[src/rtl/repeat_range_gen_pkg.sv]
// Shared types, reset values and the range-membership test for repeat_range_gen.
// Config macro: REPEAT_RANGE_GEN_LAST_EN (see repeat_range_gen).
package repeat_range_gen_pkg;

    typedef enum logic [0:0] {
        IDLE = 1'b0,
        RUN  = 1'b1
    } state_e;

    localparam logic RST_VALID = 1'b0;
    localparam logic RST_DONE  = 1'b1;
    localparam logic RST_LAST  = 1'b0;

    // Callers sign-extend into this width; supported WIDTH must stay below RR_MAX_W.
    localparam int RR_MAX_W = 128;

    function automatic logic in_range(input logic signed [RR_MAX_W:0] x,
                                      input logic signed [RR_MAX_W:0] lim,
                                      input logic signed [RR_MAX_W:0] stp);
        logic res;
        if (!stp[RR_MAX_W] && (stp != {(RR_MAX_W+1){1'b0}})) begin
            res = (x < lim);
        end else if (stp[RR_MAX_W]) begin
            res = (x > lim);
        end else begin
            res = 1'b0;
        end
        return res;
    endfunction

endpackage

[src/rtl/range_cursor.sv]
// Range cursor: holds i plus captured limit/step and reports range status of the
// current/next value. With REPEAT_RANGE_GEN_LAST_EN it also looks two values ahead.
module range_cursor
    import repeat_range_gen_pkg::*;
#(
    parameter int WIDTH = 32
) (
    input  logic                    clk_i,
    input  logic                    rst_i,
    input  logic                    load_i,
    input  logic                    advance_i,
    input  logic signed [WIDTH-1:0] base_i,
    input  logic signed [WIDTH-1:0] limit_i,
    input  logic signed [WIDTH-1:0] step_i,
    output logic signed [WIDTH-1:0] nxt_o,
    output logic                    cur_in_range_o,
    output logic                    nxt_in_range_o
`ifdef REPEAT_RANGE_GEN_LAST_EN
    ,
    output logic                    nxt2_in_range_o
`endif
);

    localparam int EW  = RR_MAX_W + 1;
    localparam int PAD = RR_MAX_W - WIDTH;

    logic signed [WIDTH-1:0] i_q, lim_q, step_q;
    logic signed [WIDTH-1:0] src_s, lim_s, stp_s;
    logic signed [WIDTH:0]   nxt_s;
    logic signed [EW-1:0]    src_e, lim_e, stp_e, nxt_e;

    // While loading, status refers to the incoming operands so start can judge emptiness.
    assign src_s = load_i ? base_i  : i_q;
    assign lim_s = load_i ? limit_i : lim_q;
    assign stp_s = load_i ? step_i  : step_q;

    assign nxt_s = {src_s[WIDTH-1], src_s} + {stp_s[WIDTH-1], stp_s};
    assign nxt_o = nxt_s[WIDTH-1:0];

    assign src_e = {{(PAD+1){src_s[WIDTH-1]}}, src_s};
    assign lim_e = {{(PAD+1){lim_s[WIDTH-1]}}, lim_s};
    assign stp_e = {{(PAD+1){stp_s[WIDTH-1]}}, stp_s};
    assign nxt_e = {{PAD{nxt_s[WIDTH]}}, nxt_s};

    assign cur_in_range_o = in_range(src_e, lim_e, stp_e);
    assign nxt_in_range_o = (nxt_s[WIDTH] == nxt_s[WIDTH-1]) && in_range(nxt_e, lim_e, stp_e);

`ifdef REPEAT_RANGE_GEN_LAST_EN
    logic signed [WIDTH:0] nxt2_s;
    logic signed [EW-1:0]  nxt2_e;

    assign nxt2_s = {nxt_o[WIDTH-1], nxt_o} + {stp_s[WIDTH-1], stp_s};
    assign nxt2_e = {{PAD{nxt2_s[WIDTH]}}, nxt2_s};
    assign nxt2_in_range_o = (nxt2_s[WIDTH] == nxt2_s[WIDTH-1]) && in_range(nxt2_e, lim_e, stp_e);
`endif

    // Cursor and captured bounds.
    always_ff @(posedge clk_i or posedge rst_i) begin
        if (rst_i) begin
            i_q    <= {WIDTH{1'b0}};
            lim_q  <= {WIDTH{1'b0}};
            step_q <= {WIDTH{1'b0}};
        end else if (load_i) begin
            i_q    <= base_i;
            lim_q  <= limit_i;
            step_q <= step_i;
        end else if (advance_i) begin
            i_q    <= nxt_o;
        end else begin
            i_q    <= i_q;
        end
    end

endmodule

[src/rtl/repeat_range_gen.sv]
// Generator for range(base, limit, step) yielding each value reps times, with
// start/ready/valid/done handshake. Define REPEAT_RANGE_GEN_LAST_EN to add _last.
module repeat_range_gen
    import repeat_range_gen_pkg::*;
#(
    parameter int WIDTH = 32,
    parameter int REP_W = 8
) (
    input  logic                    _clock,
    input  logic                    _reset,
    input  logic                    _start,
    input  logic signed [WIDTH-1:0] base,
    input  logic signed [WIDTH-1:0] limit,
    input  logic signed [WIDTH-1:0] step,
    input  logic        [REP_W-1:0] reps,
    input  logic                    _ready,
    output logic                    _valid,
    output logic                    _done,
    output logic signed [WIDTH-1:0] _0,
    output logic        [REP_W-1:0] _1
`ifdef REPEAT_RANGE_GEN_LAST_EN
    ,
    output logic                    _last
`endif
);

    localparam logic [REP_W-1:0] REP_ZERO = {REP_W{1'b0}};
    localparam logic [REP_W-1:0] REP_ONE  = {{(REP_W-1){1'b0}}, 1'b1};

    state_e                  state_q, state_d;
    logic [REP_W-1:0]        r_q, r_d, reps_q, reps_d, idx_q, idx_d;
    logic signed [WIDTH-1:0] val_q, val_d, nxt_s;
    logic                    valid_q, valid_d, done_q, done_d;
    logic                    load_s, advance_s, xfer_s, last_rep_s, start_ok_s;
    logic                    cur_ok_s, nxt_ok_s;

    assign xfer_s     = valid_q && _ready;
    assign last_rep_s = (r_q == (reps_q - REP_ONE));
    assign start_ok_s = (reps != REP_ZERO) && cur_ok_s;

`ifdef REPEAT_RANGE_GEN_LAST_EN
    logic nxt2_ok_s, last_q, last_d;
`endif

    range_cursor #(.WIDTH(WIDTH)) u_cursor (
        .clk_i          (_clock),
        .rst_i          (_reset),
        .load_i         (load_s),
        .advance_i      (advance_s),
        .base_i         (base),
        .limit_i        (limit),
        .step_i         (step),
        .nxt_o          (nxt_s),
        .cur_in_range_o (cur_ok_s),
        .nxt_in_range_o (nxt_ok_s)
`ifdef REPEAT_RANGE_GEN_LAST_EN
        ,
        .nxt2_in_range_o(nxt2_ok_s)
`endif
    );

    // Next-state and beat update; start outranks any pending transfer.
    always_comb begin
        state_d   = state_q;
        r_d       = r_q;
        reps_d    = reps_q;
        idx_d     = idx_q;
        val_d     = val_q;
        valid_d   = valid_q;
        load_s    = 1'b0;
        advance_s = 1'b0;
        if (_start) begin
            load_s = 1'b1;
            reps_d = reps;
            r_d    = REP_ZERO;
            if (start_ok_s) begin
                state_d = RUN;
                valid_d = 1'b1;
                val_d   = base;
                idx_d   = REP_ZERO;
            end else begin
                state_d = IDLE;
                valid_d = 1'b0;
            end
        end else if ((state_q == RUN) && xfer_s) begin
            if (!last_rep_s) begin
                r_d   = r_q + REP_ONE;
                idx_d = r_q + REP_ONE;
            end else if (nxt_ok_s) begin
                advance_s = 1'b1;
                r_d       = REP_ZERO;
                idx_d     = REP_ZERO;
                val_d     = nxt_s;
            end else begin
                state_d = IDLE;
                valid_d = 1'b0;
            end
        end else begin
            state_d = state_q;
        end
        done_d = (state_d == IDLE);
    end

`ifdef REPEAT_RANGE_GEN_LAST_EN
    // Final-beat flag for the beat being presented next.
    always_comb begin
        last_d = last_q;
        if (_start) begin
            last_d = start_ok_s && (reps == REP_ONE) && !nxt_ok_s;
        end else if ((state_q == RUN) && xfer_s) begin
            if (!last_rep_s) begin
                last_d = ((r_q + REP_ONE) == (reps_q - REP_ONE)) && !nxt_ok_s;
            end else if (nxt_ok_s) begin
                last_d = (reps_q == REP_ONE) && !nxt2_ok_s;
            end else begin
                last_d = 1'b0;
            end
        end else begin
            last_d = last_q;
        end
    end

    // Final-beat register.
    always_ff @(posedge _clock or posedge _reset) begin
        if (_reset) begin
            last_q <= RST_LAST;
        end else begin
            last_q <= last_d;
        end
    end

    assign _last = last_q;
`endif

    // State, rep counter and output beat registers.
    always_ff @(posedge _clock or posedge _reset) begin
        if (_reset) begin
            state_q <= IDLE;
            r_q     <= REP_ZERO;
            reps_q  <= REP_ZERO;
            idx_q   <= REP_ZERO;
            val_q   <= {WIDTH{1'b0}};
            valid_q <= RST_VALID;
            done_q  <= RST_DONE;
        end else begin
            state_q <= state_d;
            r_q     <= r_d;
            reps_q  <= reps_d;
            idx_q   <= idx_d;
            val_q   <= val_d;
            valid_q <= valid_d;
            done_q  <= done_d;
        end
    end

    assign _valid = valid_q;
    assign _done  = done_q;
    assign _0     = val_q;
    assign _1     = idx_q;

endmodule

[config.mk]
export PLATFORM = sky130hd
export DESIGN_NAME = repeat_range_gen
export DESIGN_NICKNAME = d
export VERILOG_FILES = /design/src/rtl/repeat_range_gen_pkg.sv /design/src/rtl/range_cursor.sv /design/src/rtl/repeat_range_gen.sv
export SDC_FILE = /design/constraint.sdc
export NUM_CORES = 1
export LEC_CHECK = 0
export BUFFER_PORTS_ARGS = -buffer_cell sky130_fd_sc_hd__buf_2
export CAP_MARGIN = 20
export CORE_MARGIN = 2
export CORE_UTILIZATION = 45
export CTS_CLUSTER_SIZE = 40
export DETAILED_ROUTE_END_ITERATION = 8
export GPL_ROUTABILITY_DRIVEN = 0
export MAX_ROUTING_LAYER = met4
export PLACE_DENSITY = 0.63
export SLEW_MARGIN = 20
export SYNTH_ARGS = -nofsm -noshare
export SYNTH_HDL_FRONTEND = slang
export SYNTH_SLANG_ARGS = --single-unit
[constraint.sdc]
create_clock -name _clock -period 6.1 [get_ports _clock]
set_input_delay 0.61 -clock _clock [delete_from_list [all_inputs] [get_ports _clock]]
set_output_delay 0.61 -clock _clock [all_outputs]
set_load 0.02 [all_outputs]
-- After elaboration in Yosys (flattened, before gate mapping)
Index checks and enable logic that the tools add are counted.
- add/subtract/negate cells: 3
- order comparisons: 4
- equal/unequal tests: 5
- mux-type cells: 34
- bitwise operators: 1
- reduce and logical (&&, ||, !) cells: 16
- operators by type and width (kind ; count):
    32-bit two-way mux ; 10
    129-bit nonzero test ; 1
    8-bit two-way mux ; 6
    32-bit by 32-bit adder with 33-bit output ; 1
    33-bit by 32-bit greater-than comparator with 1-bit output ; 1
    33-bit by 32-bit < comparator with 1-bit output ; 1
    32-bit greater-than comparator ; 1
    32-bit < comparator ; 1
    1-bit two-way mux ; 18
    8-bit by 1-bit adder with 8-bit output (second input constant) ; 1
    8-bit equality test ; 1
    2-bit nonzero test ; 4
    8-bit nonzero test ; 1
    8-bit by 1-bit subtractor with 8-bit output (second input constant) ; 1
    3-bit AND reduction ; 2
    1-bit logical AND ; 5
    4-bit AND reduction ; 1
    3-bit by 2-bit inequality test with 1-bit output (second input constant) ; 1
    2-bit by 1-bit inequality test with 1-bit output (second input constant) ; 1
    2-bit inequality test (second input constant) ; 1
    2-bit AND reduction ; 1
    1-bit equality test ; 1
    1-bit zero test ; 1
    1-bit inverter ; 1
- flip-flop bits (word level): 155
- input bits: 108
- output and inout bits: 42
- word-level logic and storage cells: 73

-- Depth between registers and ports, before layout
Gate-level depths: netlist of the first run.
- word-level depth: 13
- gate-level depth with buffers: 30
- depth with buffers taken out: 23

-- Hierarchy
Synthesis of the first run repeated with hierarchy kept, for this count alone.
- cell total of the unflattened synthesis: 1102
- area total of the unflattened synthesis: 10761.6 µm²
- modules (own cells, without submodules) (module ; instances ; cells an instance ; area each (µm²) ; sequential area each (µm²)):
    range_cursor ; 1 ; 839 ; 7647.3 ; 2402.3
    repeat_range_gen ; 1 ; 263 ; 3114.2 ; 1477.7

-- Worst setup path before layout of the first run
OpenSTA, ideal clock, no wires.
- kind: input to register
- from: input port _start
- to: register val_q[10], in the netlist _0[10]
- library setup time: 125 ps
- arrival: 7399 ps
- required time: 5975 ps
- slack: -1424 ps
- stages: 30
- path buffers: 9
- cell sequence: clkbuf_1 -> clkbuf_1 -> buf_1 -> buf_1 -> clkbuf_1 -> clkbuf_1 -> nand2_1 -> o21ai_0 -> ha_1 -> clkbuf_1 -> nand4_1 -> nor3_1 -> a21oi_1 -> o21a_1 -> a211o_1 -> a311oi_1 -> xnor2_1 -> inv_1 -> ha_1 -> nand4_2 -> or4_1 -> or3_1 -> o32ai_2 -> nor3_2 -> mux2i_1 -> o221ai_2 -> buf_6 -> o21ai_4 -> buf_12 -> mux2_4
- word-level cells in the longest chain between the ends: 9
- elaborated cells between the ends (all ways): 28
- those cells by class: add/sub: 1; order compare: 4; eq/ne: 2; mux: 12; reduce/logical: 9
- RTL lines (item ; RTL line ; RTL):
    from (decl) ; repeat_range_gen.sv:11 ; input logic _start,
    1-bit two-way mux ; repeat_range_gen.sv:72 ; if (_start) begin
    32-bit two-way mux, on equally long branches ; -- ;
    32-bit by 32-bit adder with 33-bit output ; range_cursor.sv:37 ; assign nxt_s = {src_s[WIDTH-1], src_s} + {stp_s[WIDTH-1], stp_s};
    33-bit by 32-bit greater-than comparator with 1-bit output ; repeat_range_gen_pkg.sv:24 ; res = (x > lim);
    1-bit two-way mux ; repeat_range_gen_pkg.sv:23 ; end else if (stp[RR_MAX_W]) begin
    1-bit two-way mux ; repeat_range_gen_pkg.sv:21 ; if (!stp[RR_MAX_W] && (stp != {(RR_MAX_W+1){1'b0}})) begin
    1-bit logical AND ; range_cursor.sv:46 ; assign nxt_in_range_o = (nxt_s[WIDTH] == nxt_s[WIDTH-1]) && in_range(nxt_e, lim_e, stp_e);
    2-bit nonzero test (no source line) ; -- ;
    4-bit AND reduction (no source line) ; -- ;
    to (signal assigned) ; repeat_range_gen.sv:142 ; val_q <= {WIDTH{1'b0}};
    to (signal assigned) ; repeat_range_gen.sv:150 ; val_q <= val_d;
    to (decl) ; repeat_range_gen.sv:32 ; logic signed [WIDTH-1:0] val_q, val_d, nxt_s;
Parallel ways exist; a longest one is shown, timed or not. The select of a mux whose other input is x is not followed.
A chain may end at the register's enable or synchronous reset.

-- Worst setup path after layout of the first run
- from: input port _start
- to: register val_q[22], in the netlist _0[22]
Same word-level chain as after synthesis.

==> impl_metrics.toml, run 1 <==
[logic_synthesis]
yosysWarnings = 0
synth_xor_area_frac = 0.0369
seq_area_frac_synth = 0.363
synth_mux_area_frac = 0.185
synth_adder_area_share = 0.118
syn_area_um2 = 10700
async_flop_share = 1.00
synth-compound-area-share = 0.142
synth_top_family_by_area = "multiplexers"
yosys_most_used_dff = "dfrtp_1"
ys_seq_elements = 155
yosysUniqueCellTypes = 69
synth-edff-count = 0
postSynthAreaPerCell_um2 = 10.1
synthCells = 1053
synthSimpleGateAreaFrac = 0.104
syn_nets = 1261

[global_routing]
track_usage = 0.242
grt_pass1_wl_um = 45300
antenna_found_initial = 0
overflow = 0
grt_pass1_vias = 8644
grt_max_degree = 107

[clocking]
cts.sinks = 155
clockBufferDepth = 2
clk_pin_slew_worst_paths_ns = 0.07
numCtsBuffers = 17
insertion_delay_ns = 0.44
cts_hold_buffers = 0
h-tree-depth = 4
clockRootBuffer = "clkbuf_16"
cts_tree = "yes"

[setup_path]
critPathMaxFanout = 23
r2r_end = "_0[22]$_DFFE_PP0P_"
end_kind = "flip-flop"
crit_arrival_ns = 6.22
worst-r2r-cell-count = 23
criticalPathCategory = "input pin to flip-flop"
start_kind = "input pin"
worstReg2RegStart = "u_cursor.step_q[0]$_DFF_PP0_"
required_ns = 6.42
reg2reg_setup_slack_ns = 0.29

[power]
peakVddDrop_mv = 0.246
power.total_mw = 4.99
p_leak_nw = 6.31
p_sw_mw = 1.95
sequentialPowerShare = 0.279
cell_internal_pwr_mw = 3.04
pwr-share-comb = 0.503
power_per_cell_area_nw_per_um2 = 379
pwr-share-clk = 0.218
sw_frac_of_total = 0.391

[placement]
dpl.hpwl_um = 22800
port_buffers = 149
pre_cts_ws_ns = -0.226

[detailed_routing]
drtAntennaViolNets = 0
routed_wl_um = 29400
vias_per_cell = 5.49
wl_per_cell_um = 18.5
firstDrtPassIters = 6
num_vias = 8737
drc_errors = 0
drt_iter0_drc = 521

[floorplanning]
die_w_um = 158
die_area_um2 = 25000
die_h_um = 158
core.rowCount = 56
initial_core_util = 0.457
core_area_um2 = 23400
pin_count = 150

[finish]
layout-drive-gt1-share = 0.323
final_util = 0.563
diodes = 0
syn_to_final_growth_pct = 23.2
nNetsFinal = 1468

[timing]
clock_skew_ns = 0.00927
final-hold-violation-count = 0
drv_slew = 0
fin_tns_setup_ns = 0
worst_pin_slew_ns = 0.657
fmax_ghz = 0.169
holdWs_ns = 0.217
fin_crit_sh = 0.968
fin_ws_ns = 0.196
min_period_ns = 5.90
final-setup-viol-count = 0
slew_headroom = 0.562

[status]
status = "finished clean"

[flow_run]
max_cap_viol_count = 0

[min_path]
holdCritPathClass = "input pin to async pin"
-- cell usage after synthesis (9+ instances only) --
cell type / n / area share
a21o_1: 30 / 0.021
dfrtp_1: 154 / 0.36
mux2_4: 26 / 0.037
xor2_1: 17 / 0.014
o21a_1: 10 / 0.0070
mux2i_1: 49 / 0.046
o21ai_0: 59 / 0.028
nand4_1: 22 / 0.013
a211oi_1: 9 / 0.0063
mux2_2: 97 / 0.10
nand3_1: 22 / 0.010
clkbuf_1: 26 / 0.0091
o22ai_1: 12 / 0.0070
nor2_1: 34 / 0.012
a21oi_1: 57 / 0.027
xnor2_1: 28 / 0.023
nand2b_1: 15 / 0.0088
nand2_1: 57 / 0.020
ha_1: 99 / 0.12
inv_1: 92 / 0.032
nor3_1: 19 / 0.0089
nor4_1: 16 / 0.0094
-- through the flow --
stage / area [um^2] / cells
5_1_grt: 13200 / 1592
2_1_floorplan: 11000 / 1053
3_3_place_gp: 12300 / 1549
6_report: 13200 / 1592
3_5_place_dp: 12300 / 1549
4_1_cts: 12900 / 1581
-- worst max path at each step --
| stage | start | end | slack, ns | cells past startpoint |
|---|---|---|---|---|
| 2_1_floorplan | _start | _0[10]$_DFFE_PP0P_ | -0.15 | 30 |
| 3_3_place_gp | _start | _0[16]$_DFFE_PP0P_ | -0.14 | 25 |
| 3_5_place_dp | _start | _0[9]$_DFFE_PP0P_ | -0.23 | 25 |
| 4_1_cts | _start | _0[12]$_DFFE_PP0P_ | 0.21 | 25 |
| 5_1_grt | _start | _0[22]$_DFFE_PP0P_ | -0.02 | 25 |
| 6_report | _start | _0[22]$_DFFE_PP0P_ | 0.20 | 23 |
-- timing repair --
action,CTS,global route
resized for setup,0,13
setup buffers,0,7
endpoints found under the setup margin,0,51
hold endpoints to repair,0,0
-- cells by family (layout without fill, tap and decap cells) --
logic type | after synthesis | count (layout)
flip-flops | 155 | 155
AND/OR/NAND/NOR | 218 | 218
AO/OA/AOI/OAI | 233 | 233
XOR/XNOR | 45 | 45
buffers and inverters | 130 | 350
multiplexers | 172 | 172
adder cells (fa/ha/maj) | 100 | 100
-- critical path, cell delays in order --
cell and delay [ns]:
buf_12 0.16, buf_12 0.19, mux2_2 0.37, ha_1 0.35, nand4_1 0.18, a2111o_1 0.47
a211o_1 0.34, a21oi_2 0.16, o21ai_0 0.13, xor2_1 0.23, inv_1 0.07, ha_1 0.30
nand4_1 0.15, or4_4 0.47, or3_4 0.35, o32ai_4 0.21, nor3_2 0.12, mux2i_2 0.24
o221ai_4 0.17, o21ai_4 0.24, buf_12 0.18, clkbuf_8 0.20, mux2_4 0.31
-- registers in the layout, indices dropped and copies added (netlist names), named ones only --
signal	count
_0	32
_valid	1
u_cursor.i_q	32
r_q	8
u_cursor.lim_q	32
reps_q	8
_1	8
_done	1
u_cursor.step_q	32
-- per-layer routing --
layer | up-vias | share of wire | global-route usage | routed length [um]
met5 | - | 0 | - | 0
met4 | 0 | 0.020 | 0.0613 | 595
met3 | 41 | 0.044 | 0.0364 | 1280
met2 | 227 | 0.47 | 0.394 | 13900
met1 | 4224 | 0.46 | 0.318 | 13600
li1 | 4245 | - | - | -
-- cell type report --
| class | instances | area, um^2 |
|---|---|---|
| clock buffer | 18 | 439 |
| clock inverter | 14 | 159 |
| fill | 2143 | 10200 |
| inverter | 92 | 350 |
| multi-input combinational | 768 | 6440 |
| sequential | 155 | 3880 |
| tap | 319 | 399 |
| timing repair buffer | 226 | 1490 |
-- power by group through the flow --
stage	Combinational (mW)	Clock, mW	Sequential (mW)
3_5_place_dp	2.42	0	1.41
5_1_grt	2.76	1.15	1.42
4_1_cts	2.43	1.11	1.39
3_3_place_gp	2.38	0	1.41
2_1_floorplan	1.57	0	1.53
6_report	2.51	1.09	1.39
-- layout by cell type, fill, tap and decap left out, types with 5 or more instances in the layout --
cell	n
dfrtp_1	154
buf_2	148
mux2_2	97
inv_1	91
ha_1	90
buf_4	66
nand2_1	56
a21oi_1	56
o21ai_0	51
mux2i_1	48
nor2_1	34
a21o_1	30
xnor2_1	27
mux2_4	26
nand3_1	22
nand4_1	22
clkbuf_16	20
nor3_1	18
xor2_1	17
nor4_1	15
nand2b_1	15
o22ai_1	12
o21a_1	10
o21bai_1	8
a31oi_1	8
a211oi_1	8
or3_1	7
o21ai_1	7
ha_4	7
buf_12	7
inv_6	5
(Power assumes the default switching activity.)
==> run 2: changes to the inputs <==
--- a/config.mk
+++ b/config.mk
@@ -9,6 +9,7 @@
 export CAP_MARGIN = 20
 export CORE_MARGIN = 2
 export CORE_UTILIZATION = 45
+export CTS_BUF_LIST = sky130_fd_sc_hd__clkbuf_8
 export CTS_CLUSTER_SIZE = 40
 export DETAILED_ROUTE_END_ITERATION = 8
 export GPL_ROUTABILITY_DRIVEN = 0
==> run 2 against run 1 <==
Cell area is 2.7% lower; utilization is 1.5 points lower; global-route usage is 0.13 points lower; first-iteration DRC count is 1.5% higher; combinational power is 2% lower; critical endpoint is now _0[12]$_DFFE_PP0P_; clock skew is 0.0062 ns higher; count of clock-buffer cells in the layout stayed put; die area stayed put; highest routed layer unchanged; register-to-register slack better by 0.04 ns; flip-flop and latch count stayed put; total power is 6.4% lower; critical path type unchanged; final cell count is 0.50% lower.
==> impl_metrics.toml, run 2 (synthesis results as in run 1) <==
[status]
status = "finished clean"

[finish]
final_cells = 1584
diodes = 0
layout-drive-gt1-share = 0.315
fillers = 2190
nNetsFinal = 1460
syn_to_final_growth_pct = 19.9
multi_input_area_um2 = 6410
final_cell_mix = "154 x dfrtp_1, 148 x buf_2, 97 x mux2_2, 92 x ha_1, 91 x inv_1"
seqCellArea_um2 = 3880
mostFrequentLayoutCell = "dfrtp_1"

[timing]
slew_headroom = 0.564
final-hold-violation-count = 0
final-setup-viol-count = 0
fmax_ghz = 0.170
holdWs_ns = 0.143
drv_slew = 0
fin_crit_sh = 0.962
clock_skew_ns = 0.0155
worst_pin_slew_ns = 0.654
min_period_ns = 5.87

[clocking]
numCtsBuffers = 17
clockRootBuffer = "clkbuf_8"
cts_tree = "yes"
cts.sinks = 155
clk_pin_slew_worst_paths_ns = 0.10
clockBufferDepth = 2
insertion_delay_ns = 0.47
cts_hold_buffers = 0
h-tree-depth = 4

[floorplanning]
initial_core_util = 0.457
pin_count = 150
die_h_um = 158
die_w_um = 158
core_area_um2 = 23400
die_area_um2 = 25000
core.rowCount = 56

[setup_path]
required_ns = 6.46
cp_common_cell = "buf_12"
crit_path_top_delay_cell = "or4_4"
crit_arrival_ns = 6.23
crit_chain = "buf_6 -> buf_12 -> mux2_2 -> ha_1 -> nand4_1 -> nor3_4 -> buf_4 -> o211ai_1 -> a211o_1 -> a311oi_2 -> xnor2_1 -> inv_1 -> ha_4 -> nand4_4 -> or4_4 -> or3_4 -> o32ai_4 -> nor3_2 -> mux2i_2 -> o221ai_4 -> o21ai_4 -> buf_12 -> mux2_4"
start_kind = "input pin"
criticalPathCategory = "input pin to flip-flop"
cpPeakStageDelay_ns = 0.54
critPathMaxFanout = 21
end_kind = "flip-flop"

[power]
peakVddDrop_mv = 0.242
power_per_cell_area_nw_per_um2 = 364
p_leak_nw = 6.15

[placement]
dpl.hpwl_um = 22800
port_buffers = 149
place_inst = 1549

[detailed_routing]
firstDrtPassIters = 5
drtAntennaViolNets = 0
num_vias = 8663
drt_iter0_drc = 529
drc_errors = 0
wl_per_cell_um = 18.0
routed_wl_um = 28500
vias_per_cell = 5.47

[global_routing]
use_met2 = 0.391
met1_usage = 0.317
grt_pass1_wl_um = 45000
track_usage = 0.241
grt_pass1_vias = 8590
antenna_found_initial = 0
grt_util_met3 = 0.0367
grt-busiest-layer = "met2"
grt_max_degree = 107
overflow = 0

[min_path]
holdCritPathClass = "input pin to async pin"

[flow_run]
max_cap_viol_count = 0
-- run 2: cell count changes in the layout (fill, tap and decap cells not counted), moves of 2 or more --
cell	delta
ha_1	+2
o21ai_1	-2
clkbuf_8	+16
ha_4	-2
clkbuf_16	-20
o21ai_0	+2
buf_4	-4
-- run 2: path summary, 6_finish.rpt --
kind	slack (ns)	depth (start not counted)	startpoint	end
max reg2reg	0.33	22	u_cursor.step_q[0]$_DFF_PP0_	_0[12]$_DFFE_PP0P_
max	0.23	23	_start	_0[12]$_DFFE_PP0P_
max in group asynchronous	4.92	3	_reset	u_cursor.lim_q[22]$_DFF_PP0_
min reg2reg	0.51	1	u_cursor.i_q[10]$_DFFE_PP0P_	u_cursor.i_q[10]$_DFFE_PP0P_
min	0.14	2	_reset	reps_q[7]$_DFFE_PP0P_
min in group _clock	0.37	3	reps[1]	reps_q[1]$_DFFE_PP0P_
-- run 2: area by class of cell --
cell class | instances | area share
clock buffer | 18 | 0.0193
inverter | 92 | 0.0273
clock inverter | 14 | 0.0124
timing repair buffer | 218 | 0.107
sequential | 155 | 0.303
tap | 319 | 0.0312
multi-input combinational | 768 | 0.500
-- run 2: per-layer routing --
layer | up-vias | part of all wire
met5 | - | 0
met1 | 4191 | 0.46
met2 | 207 | 0.48
met3 | 39 | 0.043
li1 | 4226 | -
met4 | 0 | 0.017
-- run 2: critical path, delay by kind of cell --
kind            cells  cell delay (ns)
compound gates      6             1.35
buf+inv             5             0.87
simple gates        6             1.50
fa+ha+maj           2             0.65
mux                 3             0.96
xor+xnor            1             0.21
-- run 2: stage by stage --
stage | setup slack [ns] | instance area [um^2] | TNS (ns) | power (mW) | utilization
2_1_floorplan | -0.152 | 11000 | -4.05 | 3.09 | -
3_3_place_gp | -0.143 | 12300 | -6.43 | 3.78 | 0.527
3_5_place_dp | -0.226 | 12300 | -11.26 | 3.82 | 0.527
4_1_cts | 0.250 | 12700 | 0 | 4.66 | 0.544
5_1_grt | -0.0155 | 12800 | -0.0222 | 5.01 | 0.547
6_report | 0.231 | 12800 | 0 | 4.67 | 0.547
-- run 2: where the power goes --
| part | internal, mW | switching [mW] |
|---|---|---|
| clock network | 0.382 | 0.430 |
| registers | 1.27 | 0.121 |
| logic | 1.12 | 1.35 |
| total | 2.77 | 1.90 |
-- run 2: what timing repair did --
| action | in CTS | in global routing |
|---|---|---|
| setup endpoints to repair | 0 | 50 |
| endpoints found under the hold margin | 0 | 0 |
| setup buffers | 0 | 2 |
| gates resized for setup | 0 | 4 |
